## config.mk

```make
export PLATFORM = sky130hd
export DESIGN_NAME = store_ctrl
export DESIGN_NICKNAME = d
export VERILOG_FILES = /design/src/rtl/store_ctrl_pkg.sv /design/src/rtl/store_ctrl_addr_gen.sv /design/src/rtl/store_ctrl.sv
export SDC_FILE = /design/constraint.sdc
export NUM_CORES = 1
export LEC_CHECK = 0
export CAP_MARGIN = 15
export CORE_ASPECT_RATIO = 0.7
export CORE_MARGIN = 8
export CORE_UTILIZATION = 40
export CTS_CLUSTER_DIAMETER = 30
export DETAILED_ROUTE_END_ITERATION = 8
export GPL_TIMING_DRIVEN = 0
export PLACE_DENSITY = 0.8
export RECOVER_POWER = 50
export SLEW_MARGIN = 20
export SYNTH_ARGS = -nofsm -noshare
export SYNTH_HDL_FRONTEND = slang
export SYNTH_SLANG_ARGS = --single-unit
```

## constraint.sdc

```tcl
create_clock -name clk -period 2.73 [get_ports clk]
set_input_delay 0.6825 -clock clk [delete_from_list [all_inputs] [get_ports clk]]
set_output_delay 0.6825 -clock clk [all_outputs]
set_load 0.05 [all_outputs]
```

## src/rtl/store_ctrl_pkg.sv

```systemverilog
// Shared constants, FSM state type and sizing helper for the vector-store sequencer.
package store_ctrl_pkg;

    localparam int NSIG          = 31;
    localparam int REGLD_PER_CLK = 4;

    function automatic int beat_bytes(input int nsig, input int per_clk);
        return per_clk * (nsig + 1) / 8;
    endfunction

    localparam int STORE_BEAT_BYTES = beat_bytes(NSIG, REGLD_PER_CLK);
    localparam int MAX_STORE_BEATS  = 16 / REGLD_PER_CLK;

    typedef enum logic [2:0] {
        ST_IDLE,
        ST_RD,
        ST_LAT,
        ST_WR,
        ST_DONE
    } store_ctrl_state_e;

endpackage

```

## src/rtl/store_ctrl_addr_gen.sv

```systemverilog
// Store address generator: latches base and beat count at accept, steps the beat
// index per accepted write and produces base + beat*BEAT_BYTES (wraps modulo 2^ADDR_W).
module store_ctrl_addr_gen #(
    parameter int ADDR_W     = 32,
    parameter int BEAT_W     = 2,
    parameter int BEAT_BYTES = 16,
    parameter int MAX_BEATS  = 4
) (
    input  logic              clk,
    input  logic              rst,
    input  logic              i_accept,
    input  logic              i_wide,
    input  logic [ADDR_W-1:0] i_base,
    input  logic              i_advance,
    output logic [ADDR_W-1:0] o_addr,
    output logic [BEAT_W-1:0] o_beat,
    output logic              o_last
);

    logic [ADDR_W-1:0] r_base;
    logic [BEAT_W-1:0] r_beat;
    logic [BEAT_W-1:0] r_last_idx;

    // NOTE: sequential state uses non-blocking (<=) so every flop samples pre-edge values.
    always_ff @(posedge clk) begin
        if (rst) begin
            r_base     <= '0;
            r_beat     <= '0;
            r_last_idx <= '0;
        end else if (i_accept) begin
            r_base     <= i_base;
            r_beat     <= '0;
            r_last_idx <= i_wide ? BEAT_W'(MAX_BEATS - 1) : BEAT_W'(MAX_BEATS / 2 - 1);
        end else if (i_advance) begin
            r_beat <= r_beat + 1'b1;
        end
    end

    assign o_addr = r_base + (ADDR_W'(r_beat) * ADDR_W'(BEAT_BYTES));
    assign o_beat = r_beat;
    assign o_last = (r_beat == r_last_idx);

endmodule

```

## src/rtl/store_ctrl.sv

```systemverilog
// Vector-store sequencer: register file -> memory, one beat per RD/LAT/WR round.
// Optional stall counter output enabled by defining STORE_CTRL_STALL_CNT_EN.
module store_ctrl #(
    parameter int NSIG          = store_ctrl_pkg::NSIG,
    parameter int REGLD_PER_CLK = store_ctrl_pkg::REGLD_PER_CLK,
    parameter int ADDR_W        = 32,
    parameter int REG_IDX_W     = 5
) (
    input  logic                           clk,
    input  logic                           rst,
    input  logic                           req_valid_i,
    output logic                           req_ready_o,
    input  logic [REG_IDX_W-1:0]           req_reg_i,
    input  logic [ADDR_W-1:0]              req_addr_i,
    input  logic                           req_wide_i,
    output logic                           rf_rd_en_o,
    output logic [REG_IDX_W-1:0]           rf_rd_reg_o,
    output logic [1:0]                     rf_rd_beat_o,
    input  logic [REGLD_PER_CLK-1:0][NSIG:0] rf_rd_data_i,
    output logic                           mem_wr_valid_o,
    input  logic                           mem_wr_ready_i,
    output logic [ADDR_W-1:0]              mem_wr_addr_o,
    output logic [REGLD_PER_CLK-1:0][NSIG:0] mem_wr_data_o,
    output logic                           busy_o,
    output logic                           done_o
`ifdef STORE_CTRL_STALL_CNT_EN
    ,
    output logic [15:0]                    stall_cnt_o
`endif
);

    import store_ctrl_pkg::*;

    localparam int BEAT_BYTES = beat_bytes(NSIG, REGLD_PER_CLK);
    localparam int MAX_BEATS  = 16 / REGLD_PER_CLK;
    localparam int BEAT_W     = (MAX_BEATS > 1) ? $clog2(MAX_BEATS) : 1;

    store_ctrl_state_e               r_state;
    store_ctrl_state_e               w_next;
    logic [REG_IDX_W-1:0]            r_reg;
    logic [REGLD_PER_CLK-1:0][NSIG:0] r_data;
    logic                            w_accept;
    logic                            w_handshake;
    logic                            w_last;
    logic [BEAT_W-1:0]               w_beat;
    logic [ADDR_W-1:0]               w_addr;

    assign w_accept    = (r_state == ST_IDLE) && req_valid_i;
    assign w_handshake = (r_state == ST_WR) && mem_wr_ready_i;

    always_ff @(posedge clk) begin
        if (rst) r_state <= ST_IDLE;
        else     r_state <= w_next;
    end

    // NOTE: next state defaults to the current state first so no path leaves it unassigned (no latch).
    always_comb begin
        w_next = r_state;
        unique case (r_state)
            ST_IDLE: if (req_valid_i) w_next = ST_RD;
            ST_RD:   w_next = ST_LAT;
            ST_LAT:  w_next = ST_WR;
            ST_WR:   if (mem_wr_ready_i) w_next = w_last ? ST_DONE : ST_RD;
            ST_DONE: w_next = ST_IDLE;
            default: w_next = ST_IDLE;
        endcase
    end

    always_ff @(posedge clk) begin
        if (rst) begin
            r_reg  <= '0;
            r_data <= '0;
        end else begin
            if (w_accept)            r_reg  <= req_reg_i;
            if (r_state == ST_LAT)   r_data <= rf_rd_data_i;
        end
    end

    store_ctrl_addr_gen #(
        .ADDR_W     (ADDR_W),
        .BEAT_W     (BEAT_W),
        .BEAT_BYTES (BEAT_BYTES),
        .MAX_BEATS  (MAX_BEATS)
    ) u_addr_gen (
        .clk       (clk),
        .rst       (rst),
        .i_accept  (w_accept),
        .i_wide    (req_wide_i),
        .i_base    (req_addr_i),
        .i_advance (w_handshake && !w_last),
        .o_addr    (w_addr),
        .o_beat    (w_beat),
        .o_last    (w_last)
    );

    // Read-port address lines are only driven while a read is issued.
    assign req_ready_o    = (r_state == ST_IDLE);
    assign busy_o         = (r_state != ST_IDLE);
    assign rf_rd_en_o     = (r_state == ST_RD);
    assign rf_rd_reg_o    = (r_state == ST_RD) ? r_reg : '0;
    assign rf_rd_beat_o   = (r_state == ST_RD) ? 2'(w_beat) : 2'b00;
    assign mem_wr_valid_o = (r_state == ST_WR);
    assign mem_wr_addr_o  = w_addr;
    assign mem_wr_data_o  = r_data;
    assign done_o         = (r_state == ST_DONE);

`ifdef STORE_CTRL_STALL_CNT_EN
    logic [15:0] r_stall_cnt;

    always_ff @(posedge clk) begin
        if (rst || w_accept)
            r_stall_cnt <= '0;
        else if ((r_state == ST_WR) && !mem_wr_ready_i && (r_stall_cnt != 16'hFFFF))
            r_stall_cnt <= r_stall_cnt + 16'd1;
    end

    assign stall_cnt_o = r_stall_cnt;
`endif

endmodule

```

Word-level counts from Yosys, hierarchy flattened:

Index checks and enable logic that the tools add are counted.

* word-level logic and storage cells: 33
* bits of input ports: 170
* register bits after elaboration: 172
* output and inout bits: 172

* muxes and demuxes: 7
* reduce and logical (&&, ||, !) cells: 8
* equality and inequality tests: 7
* add/sub/neg operators: 2

Operator list (number)
* 32-bit by 6-bit adder with 32-bit output: 1
* 3-bit case mux with 4 select lines: 1
* 3-bit 2-to-1 mux: 3
* 3-bit by 2-bit equality test with 1-bit output (second input constant): 2
* 5-bit 2-to-1 mux: 1
* 2-bit 2-to-1 mux: 2
* 3-bit by 1-bit equality test with 1-bit output (second input constant): 1
* 3-bit equality test (second input constant): 1
* 1-bit logical AND: 3
* 3-bit logical NOT: 1
* 3-bit nonzero test: 1
* 2-bit by 1-bit adder with 2-bit output (second input constant): 1
* 2-bit equality test: 1
* 2-bit by 1-bit != test with 1-bit output (second input constant): 1
* 2-bit != test (second input constant): 1
* 2-bit AND reduction: 1
* 2-bit OR reduction: 1
* 1-bit logical NOT: 1

Logic depth before layout (Yosys ltp):

Gate-level depths: netlist of the first run.

* depth in word-level cells: 4
* mapped depth: 7
* mapped depth without buffers: 7

Modules after synthesis:

Synthesis of the first run repeated with hierarchy kept, for this count alone.

* cells, all modules: 816
* area, all modules: 8199.1 µm²

By module, submodules not included
* store_ctrl: area each 6307.3 µm², instances 1, cells an instance 605, seq. area each 2722.6 µm²
* store_ctrl_addr_gen: area each 1891.8 µm², instances 1, cells an instance 211, seq. area each 720.7 µm²

Worst setup path before layout of the first run:

OpenSTA, ideal clock, no wires.

* kind: reg-to-output
* start: register r_state[0]
* end: output rf_rd_beat_o[0]
* arrival: 2.537 ns
* required time: 2.047 ns
* path slack: -0.489 ns
* path buffers: 1
* cell stages (with the launch flop): 4
* path through: dfxtp_1 clkbuf_1 nor3b_1 and2_1

* longest elaborated chain between the ends: 2

RTL lines
* start: declaration: RTL line store_ctrl.sv:38 `store_ctrl_state_e r_state;`
* start signal: assignment: RTL line store_ctrl.sv:53 `else r_state <= w_next;`
* 3-bit by 1-bit equality test with 1-bit output
* via rf_rd_en_o: RTL line store_ctrl.sv:16 `output logic rf_rd_en_o,`
* 2-bit 2-to-1 mux: RTL line store_ctrl.sv:101 `assign rf_rd_beat_o = (r_state == ST_RD) ? 2'(w_beat) : 2'b00;`
* end: declaration: RTL line store_ctrl.sv:18 `output logic [1:0] rf_rd_beat_o,`

The timed path passes the listed nets, and every way through them passes these cells.

Worst setup path after layout of the first run:

* start: register u_addr_gen.r_base[4]
* end: output mem_wr_addr_o[30]

* longest elaborated chain between the ends: 1

RTL lines
* start: declaration: RTL line store_ctrl_addr_gen.sv:20 `logic [ADDR_W-1:0] r_base;`
* start signal: assignment: RTL line store_ctrl_addr_gen.sv:31 `r_base <= i_base;`
* 32-bit by 6-bit adder with 32-bit output: RTL line store_ctrl_addr_gen.sv:39 `assign o_addr = r_base + (ADDR_W'(r_beat) * ADDR_W'(BEAT_BYTES));`
* end: declaration: RTL line store_ctrl.sv:22 `output logic [ADDR_W-1:0] mem_wr_addr_o,`

No other way between the ends.

==> summary.txt, run 1 <==
Drt
  – Via total after detailed routing: 7,301
  – Total routed wire length on the met1 layer: 10.5 mm
  – Number of DRC violations after detailed routing: 0
  – Average wire per standard cell: 18.2 um
  – Post-detailed-routing wire length: 27.0 mm
  – Detailed Routing Iterations Pass 1: 7
  – Iteration-0 DRC count of the detailed router: 496
  – Met3 wire length: 2.51 mm
  – Uppermost layer routed: met4
  – Count of antenna-violating nets left after detailed routing: 0
  – Routed length on met2: 13.4 mm
  – Post-DR vias/cell: approximately 4.9

STA
  – Worst slew margin relative to its limit: 0.481
  – Max Transition Viols Final: 0
  – Layout Skew: 0.00917 ns
  – Setup-failing EPs final: 20
  – Final Worst Setup Slack: -0.337 ns
  – Slew at the pin closest to its max-slew limit: 0.778 ns
  – Count of endpoints failing hold in the final timing report: 0
  – Maximum clock frequency: 326 MHz
  – Final period util: 1.12
  – Setup repair after global routing missed its margin: yes
  – Post-route minimum period: 3.07 ns

Worst setup path
  – Launch point of the worst path: u_addr_gen.r_base[4]$_SDFFE_PP0P_
  – Critical path start-end classification: flop to output pin
  – Worst Setup EP: mem_wr_addr_o[30]
  – Crit path capture type: output pin
  – CP startpoint kind: flop
  – Largest fanout of any net on the critical path: 5
  – Depth of the worst register-to-register path: 6
  – Reg2Reg Launch Point: r_state[1]$_SDFFE_PP0P_
  – Slack of the worst reg-to-reg path: between 0.4 and 0.5 ns
  – Endpoint required time on the critical path: 2.05 ns
  – Arrival time of the worst setup path: 2.38 ns
  – Endpoint of the worst register-to-register path: mem_wr_data_o[102]$_SDFFE_PP0P_

Synth
  – Fraction of synthesis flops using an asynchronous set or reset pin: 0
  – Syn nets: between 1,000 and 1,500
  – Part of the Yosys area used for sequential elements: 0.517
  – Synth Cell Area: 6660 sq um
  – Mean post-synth cell area: 7.77 sq um
  – Top FF cell, synth: dfxtp_1
  – Yosys warning count: 0
  – Number of instances in the synthesized netlist: between 800 and 900
  – Cell taking the most area after synthesis: dfxtp_1
  – Number of register bits inferred by synthesis: 172
  – Cell types with the largest area share after synthesis: dfxtp_1 52%, nand2_1 19%, a21oi_1 13%, clkbuf_1 2.7%, xnor2_1 2.0%
  – Netlist cell types: 35
  – Area share of the largest cell type after synthesis: 0.517
  – Number of enable-type register cells in the synthesized netlist: 0

GRT
  – Global Route Usage Sum: 0.246
  – Via count of the first global-routing pass: between 7,000 and 8,000
  – Antenna violations before repair: 2
  – Pin count of the biggest net entering global routing: 17
  – Global-route wire length before repair: between 30 and 40 mm
  – Total global routing overflow: 0

Finish
  – Area of all placed cells without fillers: ~12,000 sq um
  – Number of nets in the finished design: ~1,400
  – Fraction of layout cells with a size suffix above 1: 0.128
  – Layout overhead on the synthesized area: 75.1%
  – Largest register FFs: 128

Clocking
  – Clock transition at the register clock pins on the worst setup and hold paths after CTS: 0.07 ns
  – Inserted Clock Buffers: 17
  – Clock tree from TritonCTS: done
  – Clock Sink Count: 172
  – Buffer levels on the longest clock path: 2
  – Skew-Pair Late Insertion Delay: 0.43 ns
  – Number of levels in the clock H-tree: 4
  – Clock Root Buffer: clkbuf_16

Power
  – Power density cells: 610 nW/um^2
  – LEAKAGE: around 4.4 nW
  – Worst ir drop on vdd: 421 uV

Floorplan
  – IO Count: between 300 and 400
  – Overall die width: 170 um
  – Area of the die: 21,100 sq um
  – Initial Utilization: 0.408
  – Core Box Area: between 15,000 and 20,000 sq um
  – Placement row count: 39
  – Die extent in y: about 120 um

Place
  – Last weighted congestion value of the routability-driven placer: 0.828
  – Post-Place Setup Slack: -0.912 ns
  – Buffers added on ports: 340
  – Dpl hpwl: 19.5 mm
  – Post-placement cell area: 10,600 sq um

Run status
  – Violations in the final reports: negative setup slack
  – Status: finished, violations left

Hold path
  – Hold crit path type: flop to flop

Run
  – Number of maximum-capacitance violations: 0
==> layout make-up <==
cell class	instances	area, sq um
clock buffers	18	429
plain buffers	64	283
diodes	3	7.51
clock inverters	14	169
multi-input cells	609	3300
inverters	11	41.3
fillers	1283	4640
repair buffers	366	3660
flip-flops and latches	172	3490
well taps	225	282
==> critical path: stages (launching register included) <==
cell	delay, ns
dfxtp_2	0.36
ha_4	0.14
inv_2	0.04
fa_2	0.36
nor2b_4	0.17
nand3_4	0.12
buf_12	0.18
nor3_4	0.23
xor2_4	0.19
buf_8	0.17
==> layout by cell type (no fill, tap or decap), types with 3 or more instances in the layout <==
cell and instances:
clkbuf_1 55, bufinv_16 3, nor3_4 10, diode_2 3
nor3_1 6, clkdlybuf4s50_1 302, clkdlybuf4s15_2 7, clkinv_2 4
dfxtp_4 10, buf_6 22, and2_1 7, clkinv_4 3
dfxtp_2 4, inv_1 10, nand4_4 3, buf_4 28
dfxtp_1 158, buf_2 4, nand3_1 8, xor2_1 3
xor2_2 7, xnor2_1 9, a21oi_1 168, clkbuf_16 17
nor2_1 7, nand2_1 342, buf_12 3, xnor2_2 5
nand4_1 3, xor2_4 5
==> where the power goes <==
group	internal (W)	switching (W)
Combinational	0.000680	0.00115
Clock	0.00144	0.00104
Sequential	0.00268	0.000118
==> how the worst min path moves through the flow <==
stage	endpoint	startpoint	cells past startpoint
after detailed placement	mem_wr_data_o[5]$_SDFFE_PP0P_	mem_wr_data_o[5]$_SDFFE_PP0P_	2
final	mem_wr_data_o[96]$_SDFFE_PP0P_	mem_wr_data_o[96]$_SDFFE_PP0P_	2
after global routing	mem_wr_data_o[107]$_SDFFE_PP0P_	mem_wr_data_o[107]$_SDFFE_PP0P_	2
after global placement	r_reg[4]$_SDFFE_PP0P_	r_reg[4]$_SDFFE_PP0P_	2
after floorplan	r_reg[0]$_SDFFE_PP0P_	r_reg[0]$_SDFFE_PP0P_	2
after CTS	mem_wr_data_o[126]$_SDFFE_PP0P_	mem_wr_data_o[126]$_SDFFE_PP0P_	2
==> synth_stat cells, types with 3 or more instances <==
cell type and count:
nand2_1 342, dfxtp_1 172, a21oi_1 168, clkbuf_1 47, xnor2_1 15, xor2_1 15, inv_1 11, nor3_1 11
buf_2 10, nor2_1 10, and2_1 9, nand3_1 8, buf_4 4, nor3_2 4, buf_1 3, nand4_1 3
==> logic make-up (layout without fill, tap and decap cells) <==
logic type                 count (synthesis)  in the layout  share of synthesized area
other                                      0              3                          0
DFF                                      172            172                      0.517
AOI/OAI and AO/OA                        171            171                      0.129
xor gates and xnor gates                  30             30                     0.0395
buffers and inverters                     76            473                     0.0481
and+or+nand+nor                          405            405                      0.259
adders and majority gates                  3              3                    0.00677
==> per-layer routing <==
layer,vias up,track usage
met1,3447,0.276
met4,0,0.0890
li1,3535,-
met2,271,0.422
met3,48,0.0956
met5,-,0
==> stage by stage <==
stage               power (W)  hold slack [ns]  setup TNS, ns  utilization  std cells
floorplan             0.00389            0.432         -0.167            -        857
global placement      0.00462            0.439         -12.84        0.647       1422
detailed placement    0.00464            0.446         -13.93        0.647       1422
CTS                   0.00713            0.455          -4.47        0.709       1474
global route          0.00738            0.470          -5.38        0.715       1481
finish                0.00711            0.453          -3.58        0.715       1482
==> what timing repair did <==
| item | CTS | global route |
|---|---|---|
| setup endpoints to repair | 38 | 29 |
| gates resized for setup | 240 | 28 |
| buffers inserted | 20 | 8 |
| pin swaps | 15 | 18 |
| gates cloned | 1 | 0 |
| hold buffers | 0 | 0 |
No activity file was read; power rests on OpenSTA's default activity.
==> run 2, diff against run 1 <==
--- a/config.mk
+++ b/config.mk
@@ -15,3 +15,3 @@
 export PLACE_DENSITY = 0.8
-export RECOVER_POWER = 50
+export RECOVER_POWER = 25
 export SLEW_MARGIN = 20
@@ -20 +20,2 @@
 export SYNTH_SLANG_ARGS = --single-unit
+export TNS_END_PERCENT = 20
==> constraint.sdc (replaced) <==
create_clock -name clk -period 2.73 [get_ports clk]
set_input_delay 0.273 -clock clk [delete_from_list [all_inputs] [get_ports clk]]
set_output_delay 0.273 -clock clk [all_outputs]
set_load 0.05 [all_outputs]
==> summary.txt, run 2 (synthesis gave the netlist of run 1 again) <==
Clocking
  – Clock transition at the register clock pins on the worst setup and hold paths after CTS: about 0.07 ns
  – Number of levels in the clock H-tree: 4
  – Clock Sink Count: about 170
  – Clock Root Buffer: clkbuf_16
  – Inserted Clock Buffers: 17
  – Clock tree from TritonCTS: done
  – Buffer levels on the longest clock path: 2
  – Skew-Pair Late Insertion Delay: 0.42 ns

Finish
  – Fraction of layout cells with a size suffix above 1: 0.0755
  – Count of inserted antenna diode cells: 0
  – Area of all placed cells without fillers: about 11,000 sq um
  – Number of nets in the finished design: around 1,400
  – Layout overhead on the synthesized area: 64.9%
  – Final-layout fill cell count: 1,372
  – Most common cell after layout, fill and taps aside: nand2_1
  – Largest register FFs: ~130
  – Leading cell types in the layout, fill and taps excluded: 342 x nand2_1, 256 x clkdlybuf4s50_1, 168 x a21oi_1
  – Fin util: 0.673

Worst setup path
  – CP startpoint kind: flop
  – Critical path's slowest cell: or4_4
  – Largest fanout of any net on the critical path: 7
  – Cell-by-cell trace of the critical path: nand4_2 > or4_4 > buf_6 > nor3_2 > xor2_1 > buf_4
  – Critical path start-end classification: flop to output pin
  – Longest individual stage delay on the worst path: approximately 0.56 ns
  – Endpoint required time on the critical path: approximately 2.5 ns
  – Crit path capture type: output pin
  – Depth of the worst register-to-register path: 7
  – Arrival time of the worst setup path: 2.45 ns

Drt
  – Average wire per standard cell: 17.1 um
  – Detailed Routing Iterations Pass 1: 5
  – Count of antenna-violating nets left after detailed routing: 0
  – Post-DR vias/cell: 4.81
  – Via total after detailed routing: 7,003
  – Number of DRC violations after detailed routing: 0
  – Post-detailed-routing wire length: approximately 25 mm
  – Iteration-0 DRC count of the detailed router: roughly 410

Place
  – Dpl hpwl: around 19 mm
  – Buffers added on ports: 340
  – Last weighted congestion value of the routability-driven placer: 0.825
  – Post-placement cell area: ~10,000 sq um

STA
  – Setup TNS: 0 ns
  – Post-route minimum period: 2.72 ns
  – Slew at the pin closest to its max-slew limit: ~0.73 ns
  – Final period util: 0.997
  – Setup repair after global routing missed its margin: yes
  – Setup-failing EPs final: 0
  – Layout Skew: 0.0107 ns
  – Maximum clock frequency: roughly 370 MHz
  – Max Transition Viols Final: 0
  – Count of endpoints failing hold in the final timing report: 0
  – Worst slew margin relative to its limit: 0.512

Floorplan
  – Die extent in y: 124 um
  – IO Count: around 340
  – Overall die width: 170 um
  – Core Box Area: 16,300 sq um
  – Area of the die: 21,100 sq um
  – Initial Utilization: 0.408
  – Placement row count: 39

GRT
  – Global-route wire length before repair: 36.8 mm
  – Antenna violations before repair: 1
  – Pin count of the biggest net entering global routing: 17
  – Total global routing overflow: 0
  – Via count of the first global-routing pass: about 6,700
  – Global Route Usage Sum: 0.224

Hold path
  – Hold-critical path depth: 3
  – Hold crit path type: primary input to flop

Run status
  – Status: finished clean

Power
  – Worst ir drop on vdd: about 400 uV
  – LEAKAGE: 4.29 nW
  – Power density cells: 625 nW/um^2

Run
  – Number of maximum-capacitance violations: 0
==> run 2: cell count changes in the layout (fill, tap and decap cells not counted), sizes merged <==
cell / change
dlygate4sd3: +54
bufinv: -2
dlymetal6s2s: +4
nand3: +1
dlygate4sd2: +1
diode: -3
clkdlybuf4s15: -5
clkinv: +1
clkbuf: +4
clkdlybuf4s50: -46
buf: -35
==> run 2: power by group <==
group | switching (W) | total, W | internal (W)
Clock | 0.00102 | 0.00233 | 0.00131
Sequential | 0.000107 | 0.00279 | 0.00268
Combinational | 0.00111 | 0.00174 | 0.000626
Total | 0.00224 | 0.00686 | 0.00462
==> run 2: layer usage <==
| layer | track usage | share of wire | vias to the layer above |
|---|---|---|---|
| li1 | - | - | 3486 |
| met1 | 0.261 | 0.40 | 3230 |
| met2 | 0.380 | 0.48 | 262 |
| met3 | 0.0994 | 0.11 | 23 |
| met4 | 0.0459 | 0.0089 | 2 |
| met5 | 0 | 0.00048 | - |
==> run 2: worst paths after layout <==
check / start / endpoint / slack (ns)
min: rf_rd_data_i[28] / mem_wr_data_o[28]$_SDFFE_PP0P_ / 0.40
max: u_addr_gen.r_base[16]$_SDFFE_PP0P_ / mem_wr_addr_o[27] / 0.009
max reg2reg: r_state[0]$_SDFFE_PP0P_ / u_addr_gen.r_base[27]$_SDFFE_PP0P_ / 0.60
min reg2reg: mem_wr_data_o[59]$_SDFFE_PP0P_ / mem_wr_data_o[59]$_SDFFE_PP0P_ / 0.45
==> run 2: area by class of cell <==
| cell class | count | area (sq um) | area share |
|---|---|---|---|
| inverters | 11 | 41.3 | 0.00376 |
| clock buffers | 19 | 453 | 0.0413 |
| repair buffers | 341 | 3370 | 0.307 |
| multi-input cells | 610 | 2990 | 0.272 |
| flip-flops and latches | 172 | 3450 | 0.315 |
| well taps | 225 | 282 | 0.0256 |
| clock inverters | 13 | 116 | 0.0106 |
| plain buffers | 65 | 274 | 0.0250 |
==> run 2: stage by stage <==
step | hold WS [ns] | power [W] | instances | setup WS, ns
after floorplan | 0.409 | 0.00386 | 857 | 0.00544
after global placement | 0.439 | 0.00460 | 1422 | -0.557
after detailed placement | 0.446 | 0.00462 | 1422 | -0.651
after CTS | 0.382 | 0.00693 | 1455 | -0.0640
after global routing | 0.387 | 0.00714 | 1456 | -0.0918
final | 0.398 | 0.00686 | 1456 | 0.00870
==> run 2: critical path: cells and delay by family, from the launching register on <==
kind / cells / cell delay, ns
XOR/XNOR: 1 / 0.23
AND/OR/NAND/NOR: 3 / 0.95
flip-flops: 1 / 0.44
buffers and inverters: 2 / 0.40
==> run 2: timing repair <==
| action | in CTS | in global routing |
|---|---|---|
| buffers inserted | 0 | 1 |
| setup endpoints to repair | 30 | 28 |
| hold buffers | 0 | 0 |
| gates resized for setup | 107 | 32 |
| pin swaps | 2 | 2 |
| cloned | 1 | 0 |
